<file path="config.mk">
export PLATFORM = sky130hd
export DESIGN_NAME = tick_timer
export DESIGN_NICKNAME = d
export VERILOG_FILES = /design/src/rtl/tick_timer.sv
export SDC_FILE = /design/constraint.sdc
export NUM_CORES = 1
export LEC_CHECK = 0
export BUFFER_PORTS_ARGS = -buffer_cell sky130_fd_sc_hd__buf_2
export CAP_MARGIN = 10
export CELL_PAD_IN_SITES_DETAIL_PLACEMENT = 0
export CELL_PAD_IN_SITES_GLOBAL_PLACEMENT = 1
export CORE_MARGIN = 2
export CORE_UTILIZATION = 46
export CTS_BUF_LIST = sky130_fd_sc_hd__clkbuf_4 sky130_fd_sc_hd__clkbuf_8
export CTS_CLUSTER_SIZE = 10
export DETAILED_ROUTE_END_ITERATION = 8
export GPL_ROUTABILITY_DRIVEN = 0
export PLACE_DENSITY = 0.85
export REMOVE_ABC_BUFFERS = 1
export SYNTH_ARGS = -nofsm -noshare
export SYNTH_HDL_FRONTEND = slang
export SYNTH_SLANG_ARGS = --single-unit
</file>
<file path="constraint.sdc">
create_clock -name clk_50 -period 3.38 [get_ports clk_50]
set_clock_uncertainty 0.05 [all_clocks]
set_input_delay 0.676 -clock clk_50 [delete_from_list [all_inputs] [get_ports clk_50]]
set_output_delay 0.676 -clock clk_50 [all_outputs]
set_load 0.01 [all_outputs]
</file>
<file path="src/rtl/tick_timer.sv">
// Programmable down-counting tick timer with one-shot/auto-reload modes,
// a sticky interrupt flag with acknowledge, and overrun detection.
module tick_timer #(
  parameter int unsigned  W          = 16,
  parameter logic [W-1:0] RST_RELOAD = '0
) (
  input  logic         clk_50,
  input  logic         rst_n,
  input  logic         tick,
  input  logic         load,
  input  logic [W-1:0] load_val,
  input  logic         start,
  input  logic         stop,
  input  logic         auto_reload,
  input  logic         irq_ack,
  output logic [W-1:0] cnt,
  output logic         busy,
  output logic         expired,
  output logic         irq,
  output logic         overrun
);

  typedef enum logic [1:0] {
    ST_IDLE = 2'd0,
    ST_RUN  = 2'd1,
    ST_DONE = 2'd2
  } state_e;

  state_e       state_q, state_d;
  logic [W-1:0] cnt_q, cnt_d;
  logic [W-1:0] reload_q, reload_d;
  logic         busy_q, busy_d;
  logic         expired_q, expired_d;
  logic         irq_q, irq_d;
  logic         overrun_q, overrun_d;
  logic         expire_c;

  // State and output registers with synchronous reset.
  always_ff @(posedge clk_50) begin
    if (!rst_n) begin
      state_q   <= ST_IDLE;
      cnt_q     <= '0;
      reload_q  <= RST_RELOAD;
      busy_q    <= 1'b0;
      expired_q <= 1'b0;
      irq_q     <= 1'b0;
      overrun_q <= 1'b0;
    end else begin
      state_q   <= state_d;
      cnt_q     <= cnt_d;
      reload_q  <= reload_d;
      busy_q    <= busy_d;
      expired_q <= expired_d;
      irq_q     <= irq_d;
      overrun_q <= overrun_d;
    end
  end

  // Control decode, priority stop > load > start > tick.
  always_comb begin
    state_d  = state_q;
    cnt_d    = cnt_q;
    reload_d = reload_q;
    expire_c = 1'b0;

    if (stop) begin
      state_d = ST_IDLE;
    end else if (load) begin
      reload_d = load_val;
      cnt_d    = load_val;
      if (state_q == ST_DONE) begin
        state_d = ST_IDLE;
      end
    end else if (start && (state_q != ST_RUN)) begin
      if (reload_q != '0) begin
        cnt_d   = reload_q;
        state_d = ST_RUN;
      end
    end else if (tick && (state_q == ST_RUN)) begin
      // A zero count can only reach RUN via load_val=0; treat it as expiring
      // so the counter never wraps to all-ones.
      if (cnt_q > W'(1)) begin
        cnt_d = cnt_q - W'(1);
      end else begin
        expire_c = 1'b1;
        if (auto_reload) begin
          cnt_d = reload_q;
        end else begin
          cnt_d   = '0;
          state_d = ST_DONE;
        end
      end
    end
  end

  // Status flags: expiry set wins over acknowledge for irq.
  always_comb begin
    busy_d    = (state_d == ST_RUN);
    expired_d = expire_c;
    irq_d     = irq_q;
    overrun_d = overrun_q;

    if (expire_c) begin
      irq_d = 1'b1;
    end else if (irq_ack) begin
      irq_d = 1'b0;
    end

    if (irq_ack) begin
      overrun_d = 1'b0;
    end else if (expire_c && irq_q) begin
      overrun_d = 1'b1;
    end
  end

  assign cnt     = cnt_q;
  assign busy    = busy_q;
  assign expired = expired_q;
  assign irq     = irq_q;
  assign overrun = overrun_q;

endmodule

</file>
Yosys cells after proc, flatten, opt, wreduce, memory -nomap -nowiden
Cells that the tools add are included.
Storage, ports and cells
  bits in writable memories: 0
  bits in latches: 0
  register bits after elaboration: 38
  memories: 0
  bits of input ports: 24
  word-level logic and storage cells: 46
  ROM bits: 0
Cells by class
  bitwise gates (word level): 2
  equal/unequal tests: 5
  shift operators: 0
  divide/modulo/power cells: 0
  reductions and logical operators: 9
  mux-type cells: 21
  multipliers: 0
  add/subtract/negate cells: 1
  order comparisons: 1
Operators with widths (number)
  16-bit two-way mux: 6
  16-bit by 1-bit greater-than comparator with 1-bit output (second input constant): 1
  2-bit two-way mux: 8
  16-bit nonzero test: 1
  16-bit by 1-bit subtractor with 16-bit output (second input constant): 1
  1-bit two-way mux: 7
  2-bit by 1-bit equality test with 1-bit output (second input constant): 2
  1-bit logical AND: 3
  3-bit by 2-bit inequality test with 1-bit output (second input constant): 1
  3-bit AND reduction: 1
  3-bit nonzero test: 1
  2-bit equality test (second input constant): 1
  2-bit by 1-bit inequality test with 1-bit output (second input constant): 1
  1-bit inverter: 2
  2-bit AND reduction: 1
  2-bit nonzero test: 1
  2-bit OR reduction: 1

Longest topological paths before layout
Gate-level depths: netlist (run 1).
  depth after elaboration: 7
  gate-level depth with buffers: 9

Worst setup path before layout (run 1)
Ideal clock, no wire load.
  path kind: reg-to-reg
  start: register cnt_q[0] (netlist: cnt[0])
  end: register cnt_q[8] (netlist: cnt[8])
  slack: 1.093 ns
  period minus slack after synthesis: 2.287 ns
  arrival time: 2.115 ns
  cell stages (with the launch flop): 9
  setup time: 0.122 ns
  cells stage by stage: dfxtp_1 > inv_1 > ha_1 > buf_2 > or4b_2 > nor4_1 > xnor2_1 > a211oi_1 > o311a_1
On the way
  cells in the longest elaborated chain, start to end: 5
  elaborated cells on any way between the ends: 6
  classes of those cells: add/sub: 1; order compare: 1; mux: 4
RTL lines
  start: declaration: line 30  | logic [W-1:0] cnt_q, cnt_d;
  start signal: assignment: line 50  | cnt_q <= cnt_d;
  16-bit by 1-bit subtractor with 16-bit output or 16-bit by 1-bit greater-than comparator with 1-bit output (tied branches): line 83, 82
  16-bit two-way mux *: line 82  | if (cnt_q > W'(1)) begin
  16-bit two-way mux *: line 79  | end else if (tick && (state_q == ST_RUN)) begin
  16-bit two-way mux *: line 74  | end else if (start && (state_q != ST_RUN)) begin
  16-bit two-way mux *: line 68  | end else if (load) begin
Mark *: on every way between the ends. The rest lies on a longest branch, timed or not. The select of a mux whose other input is x is not followed.
A chain may end at the register's enable or synchronous reset.

Worst setup path in the final report (run 1)
  start: register cnt_q[1] (netlist: cnt[1])
  end: register cnt_q[10] (netlist: cnt[10])
Same word-level chain as after synthesis.

==> results of run 1 <==
-- path summary, 6_finish.rpt --
path,endpoint,cells after the start
max,cnt[10],6
min reg2reg,state_q[0],2
max reg2reg,cnt[10],6
min,state_q[0],2
-- layout make-up --
class,count,area [um2]
Clock buffer,7,90.09
Clock inverter,1,5.005
Multi-Input combinational cell,222,1401
Timing Repair Buffer,45,230.2
Sequential cell,38,760.7
Fill cell,533,2466
Tap cell,70,87.58
Inverter,9,33.78
-- cells by family after synthesis --
family / synth area share
adders and majority gates: 0.01044
xor gates and xnor gates: 0.02557
buffers and inverters: 0.09812
DFF: 0.3173
AOI/OAI and AO/OA: 0.3163
and+or+nand+nor: 0.2323
-- power by group through the flow --
| stage | Clock (mW) | Sequential [mW] | Combinational [mW] |
|---|---|---|---|
| after global placement | 0 | 0.515 | 0.346 |
| final | 0.332 | 0.506 | 0.356 |
| after global routing | 0.358 | 0.510 | 0.385 |
| after detailed placement | 0 | 0.516 | 0.345 |
| after CTS | 0.339 | 0.505 | 0.348 |
| after floorplan | 0 | 0.517 | 0.233 |
-- sequential cells by signal, summed over array words and instances (netlist names) --
name      flops
cnt          16
state_q       2
irq           1
overrun       1
expired       1
reload_q     16
busy          1
-- cell usage after synthesis (all sizes together), types with 4 or more instances --
master,n
a211oi,21
a21o,8
a21oi,26
a221oi,6
a22o,11
and2,4
buf,9
clkbuf,16
dfxtp,38
inv,9
nand2,51
nand3,7
nor2,9
nor3,11
nor4,11
o22ai,4
o311a,7
xnor2,6
-- metal layers --
metal	up-vias	global-route usage
li1	1158	-
met1	1108	0.3387
met5	-	0
met4	0	0.06182
met2	99	0.3393
met3	7	0.04265
-- worst max-delay path: cells and delay by family (launching register included) --
kind	cells	cell delay, ps
buffers and inverters	1	120
and+or+nand+nor	2	1110
adders and majority gates	1	360
DFF	1	320
AOI/OAI and AO/OA	2	380
-- stage by stage --
stage                     cell area, um2  setup slack (ps)  utilization  instances  power (mW)
after floorplan                     2196              1106            -        269      0.7495
after global placement              2514             956.0       0.4953        384      0.8609
after detailed placement            2514             904.3       0.4953        384      0.8610
after CTS                           2609             933.1       0.5141        392       1.193
after global routing                2609             756.0       0.5141        392       1.253
final                               2609             913.0       0.5141        392       1.194
==> results.sh, run 1 <==
export IMPL_drt_initial_drc_count=262
export IMPL_cts_inserted_buffers=5
export IMPL_syn_area_per_cell_um2=8.154
export IMPL_cts_htree_levels=2
export IMPL_switching_share=0.3434
export IMPL_crit_reg2reg_launch="cnt[1]"
export IMPL_critPathSlowestCell="or4b_2"
export IMPL_ys_warn_count=0
export IMPL_num_vias=2372
export IMPL_clockBufferDepth=2
export IMPL_synth_seq_cells=38
export IMPL_postRouteAntennaNets=0
export IMPL_post_cts_setup_buffers=0
export IMPL_met1_length_um=3245
export IMPL_ios=44
export IMPL_holdWs_ps=433.6
export IMPL_p_int_uw=783.9
export IMPL_grtUsageTotal=0.2284
export IMPL_grt_start_max_net_pins=28
export IMPL_hold_viol=0
export IMPL_die_area_um2=5805
export IMPL_max_stage_delay_ps=670
export IMPL_top_layer_used="met4"
export IMPL_grt_overflow_total=0
export IMPL_worstPathCellList="inv_1, ha_1, or4b_2, or3_2, a211oi_1, o32ai_1"
export IMPL_cts_sinks=38
export IMPL_p_comb_frac=0.298
export IMPL_max_freq_mhz=405.3
export IMPL_synth_area_leaders="dfxtp_1, nand2_1, a211oi_1"
export IMPL_period_needed_ps=2467
export IMPL_ctsHoldBuffers=0
export IMPL_start_util=0.4724
export IMPL_drc=0
export IMPL_syn_to_final_growth_pct=8.820
export IMPL_synth_top_cell_by_area="dfxtp_1"
export IMPL_clk_latency_ps=300
export IMPL_cp_data_required_time_ps=3490
export IMPL_synth_edff_count=0
export IMPL_hp_start="state_q[0]"
export IMPL_drt_total_wl_um=6700
export IMPL_rsz0062_at_grt="false"
export IMPL_grt_pass1_vias=2073
export IMPL_yosysSeqAreaShare=0.3173
export IMPL_layout_drive_gt1_share=0.2143
export IMPL_fp_dieH_um=76.19
export IMPL_antenna_found_initial=0
export IMPL_p_switching_uw=409.9
export IMPL_ys_types=54
export IMPL_startpoint_type="flop"
export IMPL_avgViaCountPerCell=6.051
export IMPL_finalSetupTns_ps=0
export IMPL_path_max_fanout=8
export IMPL_cts_tree="done"
export IMPL_async_reset_ff_frac=0
export IMPL_hold_path_class="flop to flop"
export IMPL_r2r_slack_ps=910
export IMPL_synthCells=294
export IMPL_status="finished, final reports clean"
export IMPL_maxCapViolCount=0
export IMPL_cp_arrival_ps=2570
export IMPL_hpwl_um=4763
export IMPL_critical_path_class="flop to flop"
export IMPL_nNetsFinal=347
export IMPL_synth_top_area_share=0.3173
export IMPL_path_clk_slew_ps=80
export IMPL_dr_pass1_iters=5
export IMPL_post_cts_resized=0
export IMPL_worstSetupEndpointType="flop"
export IMPL_row_count=26
export IMPL_dieWidth_um=76.19
export IMPL_portBuffers=43
export IMPL_wl_met3_um=457
export IMPL_relSlewSlack=0.4043
export IMPL_tightest_slew_ps=892.6
export IMPL_p_leak_nw=1.036
export IMPL_cp_startpoint="cnt[1]"
export IMPL_core_um2=5075
export IMPL_wl_met2_um=2912
export IMPL_syn_area_um2=2397
export IMPL_final_cell_mix="nand2_1, buf_2, dfxtp_1"
export IMPL_root_buffer="clkbuf_8"
export IMPL_p_clk_frac=0.278
export IMPL_ir_drop_v=0.0002191
export IMPL_synth_main_ff_cell="dfxtp_1"
export IMPL_drv_slew=0
export IMPL_pwr_share_seq=0.424
export IMPL_finalSetupViolCount=0
export IMPL_wl_per_cell_um=17.09
export IMPL_antenna_cells=0
export IMPL_grt_pass1_wl_um=10730
export IMPL_fin_crit_sh=0.7299
export IMPL_layout_commonest_cell="nand2_1"
export IMPL_power_density_nw_per_um2=457.6
(Power assumes the default switching activity.)
==> run 2, diff against run 1 <==
--- a/config.mk
+++ b/config.mk
@@ -10,12 +10,12 @@
 export CELL_PAD_IN_SITES_DETAIL_PLACEMENT = 0
 export CELL_PAD_IN_SITES_GLOBAL_PLACEMENT = 1
 export CORE_MARGIN = 2
-export CORE_UTILIZATION = 46
+export CORE_UTILIZATION = 43
 export CTS_BUF_LIST = sky130_fd_sc_hd__clkbuf_4 sky130_fd_sc_hd__clkbuf_8
 export CTS_CLUSTER_SIZE = 10
 export DETAILED_ROUTE_END_ITERATION = 8
 export GPL_ROUTABILITY_DRIVEN = 0
-export PLACE_DENSITY = 0.85
+export PLACE_DENSITY = 0.8
 export REMOVE_ABC_BUFFERS = 1
 export SYNTH_ARGS = -nofsm -noshare
 export SYNTH_HDL_FRONTEND = slang
==> constraint.sdc (replaced) <==
create_clock -name clk_50 -period 2.5 [get_ports clk_50]
set_clock_uncertainty 0.05 [all_clocks]
set_input_delay 0.5 -clock clk_50 [delete_from_list [all_inputs] [get_ports clk_50]]
set_output_delay 0.5 -clock clk_50 [all_outputs]
set_load 0.01 [all_outputs]
==> run 2 against run 1 <==
- total power increased by 36%
- register-to-register slack got worse by 710 ps
- die area increased by 6.6%
- global-route usage decreased by 0.17 points
- non-clock buffer count increased by 12
- largest power group unchanged
==> results.sh, run 2 (synthesis results as in run 1) <==
export IMPL_status="finished, final reports clean"
export IMPL_nNetsFinal=359
export IMPL_cts_htree_levels=2
export IMPL_switching_share=0.3440
export IMPL_dr_pass1_iters=4
export IMPL_power_density_nw_per_um2=602.4
export IMPL_p_switching_uw=557.4
export IMPL_clockBufferDepth=2
export IMPL_grt_pass1_vias=2016
export IMPL_start_util=0.4408
export IMPL_hold_path_class="input pin to flop"
export IMPL_max_stage_delay_ps=640
export IMPL_root_buffer="clkbuf_8"
export IMPL_grtUsageTotal=0.2268
export IMPL_relSlewSlack=0.6401
export IMPL_critical_path_class="flop to flop"
export IMPL_cts_sinks=38
export IMPL_p_comb_frac=0.315
export IMPL_fin_crit_sh=0.9187
export IMPL_drt_initial_drc_count=205
export IMPL_post_cts_resized=0
export IMPL_cts_inserted_buffers=5
export IMPL_ir_drop_v=0.0003406
export IMPL_p_int_mw=1.063
export IMPL_rr_worst_depth=7
export IMPL_ctsHoldBuffers=0
export IMPL_finalSetupTns_ps=0
export IMPL_antenna_found_initial=0
export IMPL_hpwl_um=5164
export IMPL_post_cts_setup_buffers=0
export IMPL_hold_viol=0
export IMPL_clk_latency_ps=290
export IMPL_rsz0062_at_grt="false"
export IMPL_avgViaCountPerCell=5.859
export IMPL_core_um2=5439
export IMPL_ios=44
export IMPL_antenna_cells=0
export IMPL_drc=0
export IMPL_cp_arrival_ps=2430
export IMPL_p_clk_frac=0.263
export IMPL_finalSetupViolCount=0
export IMPL_layout_commonest_cell="nand2_1"
export IMPL_grt_start_max_net_pins=19
export IMPL_path_clk_slew_ps=80
export IMPL_cp_data_required_time_ps=2640
export IMPL_syn_to_final_growth_pct=12.21
export IMPL_final_util=0.4946
export IMPL_tightest_slew_ps=539.9
export IMPL_hold_depth=2
export IMPL_cts_tree="done"
export IMPL_p_leak_nw=1.088
export IMPL_startpoint_type="flop"
export IMPL_worstSetupEndpointType="flop"
export IMPL_max_freq_mhz=435.4
export IMPL_dieWidth_um=78.67
export IMPL_fp_dieH_um=78.67
export IMPL_pwr_share_seq=0.422
export IMPL_worstPathCellList="inv_1, ha_1, or4b_2, nor4_1, xnor2_1, a211oi_1, o311a_1"
export IMPL_drv_slew=0
export IMPL_drt_total_wl_um=6912
export IMPL_grt_pass1_wl_um=10870
export IMPL_die_area_um2=6188
export IMPL_wl_per_cell_um=17.07
export IMPL_final_cell_mix="nand2_1, buf_2, dfxtp_1"
export IMPL_layout_drive_gt1_share=0.2402
export IMPL_portBuffers=43
export IMPL_maxCapViolCount=0
export IMPL_row_count=27
export IMPL_critPathSlowestCell="or4b_2"
export IMPL_grt_overflow_total=0
export IMPL_path_max_fanout=5
export IMPL_postRouteAntennaNets=0
export IMPL_period_needed_ps=2297
export IMPL_num_vias=2373
==> run 2: changes by cell type in the layout (fill, tap and decap cells not counted) <==
cell      delta
clkbuf_8     -1
clkbuf_4     +1
buf_4       +12
clkinv_2     -1
==> run 2: cell type report <==
class / instances / area (um2)
Sequential cell: 38 / 760.7
Clock buffer: 7 / 83.83
Inverter: 9 / 33.78
Multi-Input combinational cell: 222 / 1401
Fill cell: 553 / 2749
Timing Repair Buffer: 57 / 320.3
Tap cell: 72 / 90.09
==> run 2: worst max-delay path, delay by kind of cell, from the launching register on <==
kind | cells | cell delay (ps)
XOR/XNOR | 1 | 160
buffers and inverters | 1 | 100
AND/OR/NAND/NOR | 2 | 900
flip-flops | 1 | 340
AO/OA/AOI/OAI | 2 | 420
adder cells (fa/ha/maj) | 1 | 210
==> run 2: power by group through the flow <==
stage	registers, mW	logic [mW]	clock network, mW
after CTS	0.682	0.503	0.439
after detailed placement	0.697	0.501	0
after global placement	0.696	0.500	0
final	0.684	0.510	0.426
after floorplan	0.699	0.314	0
after global routing	0.690	0.553	0.467
==> run 2: worst paths after layout <==
path / from / to / slack, ps
hold reg to reg: cnt[14] / cnt[14] / 440
hold / removal: irq_ack / overrun / 330
setup / recovery: cnt[0] / cnt[8] / 200
setup reg to reg: cnt[0] / cnt[8] / 200
==> run 2: through the flow <==
step | total power [mW] | cells | worst slack, ps | hold slack [ps] | instance area, um2
2_1_floorplan | 1.013 | 269 | 226.2 | 392.2 | 2196
3_3_place_gp | 1.195 | 398 | 266.8 | 412.3 | 2606
3_5_place_dp | 1.198 | 398 | 214.5 | 422.7 | 2606
4_1_cts | 1.625 | 405 | 205.5 | 324.1 | 2690
5_1_grt | 1.710 | 405 | 85.40 | 341.6 | 2690
6_report | 1.620 | 405 | 203.2 | 335.0 | 2690
==> run 2: layer usage <==
layer  track usage  part of all wire
met4       0.06842             0.012
met2        0.3316              0.43
met5             0                 0
met3       0.03908             0.066
met1        0.3371              0.49
==> run 3, diff against run 2 <==
--- a/config.mk
+++ b/config.mk
@@ -5,12 +5,13 @@
 export SDC_FILE = /design/constraint.sdc
 export NUM_CORES = 1
 export LEC_CHECK = 0
+export ABC_AREA = 1
 export BUFFER_PORTS_ARGS = -buffer_cell sky130_fd_sc_hd__buf_2
 export CAP_MARGIN = 10
 export CELL_PAD_IN_SITES_DETAIL_PLACEMENT = 0
 export CELL_PAD_IN_SITES_GLOBAL_PLACEMENT = 1
 export CORE_MARGIN = 2
-export CORE_UTILIZATION = 43
+export CORE_UTILIZATION = 40
 export CTS_BUF_LIST = sky130_fd_sc_hd__clkbuf_4 sky130_fd_sc_hd__clkbuf_8
 export CTS_CLUSTER_SIZE = 10
 export DETAILED_ROUTE_END_ITERATION = 8
==> run 3 against run 2 <==
- clock power about the same
- synthesized area increased by 5.0%
- combinational power increased by 1%
- setup slack improved by 340 ps
- non-clock buffer count decreased by 7
- final area increased by 6.5%
- critical endpoint is now cnt[6]
==> results.sh, run 3 <==
export IMPL_syn_to_final_growth_pct=13.87
export IMPL_syn_area_per_cell_um2=5.948
export IMPL_multi_input_area_um2=1490
export IMPL_cp_arrival_ps=2100
export IMPL_hold_path_class="flop to flop"
export IMPL_max_stage_delay_ps=390
export IMPL_ios=44
export IMPL_r2r_slack_ps=550
export IMPL_grt_pass1_wl_um=12100
export IMPL_nNetsFinal=488
export IMPL_startpoint_type="flop"
export IMPL_post_cts_setup_buffers=0
export IMPL_fin_total_pwr_mw=1.632
export IMPL_synth_main_ff_cell="dfxtp_1"
export IMPL_worstSetupEndpointType="flop"
export IMPL_grt_pass1_vias=2496
export IMPL_grtUsageTotal=0.2098
export IMPL_root_buffer="clkbuf_8"
export IMPL_p_leak_nw=1.440
export IMPL_synthCells=423
export IMPL_cts_inserted_buffers=5
export IMPL_die_area_um2=6941
export IMPL_post_cts_resized=0
export IMPL_fillers=667
export IMPL_yosysSeqAreaShare=0.3023
export IMPL_register_area_um2=760.7
export IMPL_critPathSlowestCell="dfxtp_1"
export IMPL_hold_viol=0
export IMPL_core_um2=5991
export IMPL_synth_edff_count=0
export IMPL_row_count=28
export IMPL_drc=0
export IMPL_grt_overflow_total=0
export IMPL_max_freq_mhz=511.6
export IMPL_finalSetupTns_ps=0
export IMPL_relSlewSlack=0.6034
export IMPL_start_util=0.4200
export IMPL_critical_path_class="flop to flop"
export IMPL_hpwl_um=5329
export IMPL_clk_latency_ps=290
export IMPL_maxCapViolCount=0
export IMPL_syn_area_um2=2516
export IMPL_synth_top_area_share=0.3023
export IMPL_rsz0062_at_grt="false"
export IMPL_crit_path_frequent_cell="nand2_1"
export IMPL_drt_initial_drc_count=207
export IMPL_synth_seq_cells=38
export IMPL_postRouteAntennaNets=0
export IMPL_status="finished, final reports clean"
export IMPL_ys_types=29
export IMPL_grt_start_max_net_pins=30
export IMPL_cts_sinks=38
export IMPL_worstPathCellList="inv_1, ha_1, nor2_1, nor2_2, nand2_1, buf_4, nand3_1, nand3_1, nand2_1, nand2_1, inv_1"
export IMPL_drt_total_wl_um=7082
export IMPL_dieWidth_um=83.31
export IMPL_wl_per_cell_um=13.19
export IMPL_synth_area_leaders="dfxtp_1, nand2_1, nor2_1"
export IMPL_async_reset_ff_frac=0
export IMPL_num_vias=2659
export IMPL_avgViaCountPerCell=4.952
export IMPL_ir_drop_v=0.0003289
export IMPL_yosysMostFrequentCell="nand2_1"
export IMPL_layout_drive_gt1_share=0.1558
export IMPL_synthTopCellsByCount="nand2_1, nor2_1, inv_1"
export IMPL_ys_warn_count=0
export IMPL_antenna_found_initial=0
export IMPL_cts_htree_levels=2
export IMPL_ctsHoldBuffers=0
export IMPL_cts_tree="done"
export IMPL_antenna_cells=0
export IMPL_path_max_fanout=11
export IMPL_clockBufferDepth=2
export IMPL_final_cell_mix="nand2_1, nor2_1, inv_1"
export IMPL_drv_slew=0
export IMPL_fp_dieH_um=83.31
export IMPL_period_needed_ps=1955
export IMPL_tightest_slew_ps=592.7
export IMPL_layout_commonest_cell="nand2_1"
export IMPL_dr_pass1_iters=4
export IMPL_path_clk_slew_ps=70
export IMPL_fin_crit_sh=0.7818
export IMPL_portBuffers=43
export IMPL_synth_top_cell_by_area="dfxtp_1"
export IMPL_power_density_nw_per_um2=569.5
export IMPL_finalSetupViolCount=0
export IMPL_cp_data_required_time_ps=2640
-- run 3: changes by cell type in the layout (fill, tap and decap cells not counted), sizes merged, moves of 6 or more --
cell    change
nand2      +93
nor2       +56
inv        +36
nand3      +31
a211oi     -21
nor4       -11
nor3       -10
o21ai      +10
a21o        -8
a21oi       +7
buf         -7
o311a       -7
a221oi      -6
nand4       +6
-- run 3: where the power goes --
group	internal, mW	switching (mW)
registers	0.645	0.0436
logic	0.182	0.335
clock network	0.214	0.212
total	1.04	0.591
-- run 3: worst paths after layout --
| path | from | endpoint | depth (start not counted) |
|---|---|---|---|
| setup / recovery | cnt[0] | cnt[6] | 11 |
| hold / removal | overrun | overrun | 2 |
| setup reg to reg | cnt[0] | cnt[6] | 11 |
| hold reg to reg | overrun | overrun | 2 |
-- run 3: through the flow --
stage / instance area (um2) / setup WS, ps / hold WS (ps) / cells / utilization
floorplan: 2420 / 615.8 / 408.4 / 405 / -
global placement: 2781 / 443.7 / 385.0 / 530 / 0.4643
detailed placement: 2781 / 396.7 / 383.4 / 530 / 0.4643
CTS: 2865 / 576.5 / 394.4 / 537 / 0.4783
global route: 2865 / 357.3 / 415.3 / 537 / 0.4783
finish: 2865 / 545.5 / 391.6 / 537 / 0.4783
-- run 3: cell families (layout without fill, tap and decap cells) --
kind of cell	count (synthesis)	count (layout)	synth area share
simple gates	258	258	0.4326
fa+ha+maj	2	2	0.009944
flops	38	38	0.3023
buf+inv	63	102	0.1054
compound gates	58	58	0.1358
xor+xnor	4	4	0.01393
-- run 3: per-layer routing --
| layer | GRT usage | vias up | wire, um |
|---|---|---|---|
| li1 | - | 1420 | - |
| met1 | 0.3149 | 1172 | 3730 |
| met2 | 0.3138 | 60 | 2997 |
| met3 | 0.02982 | 7 | 269 |
| met4 | 0.05216 | 0 | 84 |
| met5 | 0 | - | 0 |
-- run 3: worst max-delay path, delay by kind of cell, from the launching register on --
family	cells	cell delay [ps]
adders and majority gates	1	250
DFF	1	390
buffers and inverters	3	390
and+or+nand+nor	7	780
-- run 3: final cells by class --
class / instances / area share
multi-input combinational: 322 / 0.5201
clock buffer: 7 / 0.02926
tap: 75 / 0.03275
sequential: 38 / 0.2655
inverter: 45 / 0.05895
timing repair buffer: 50 / 0.09345
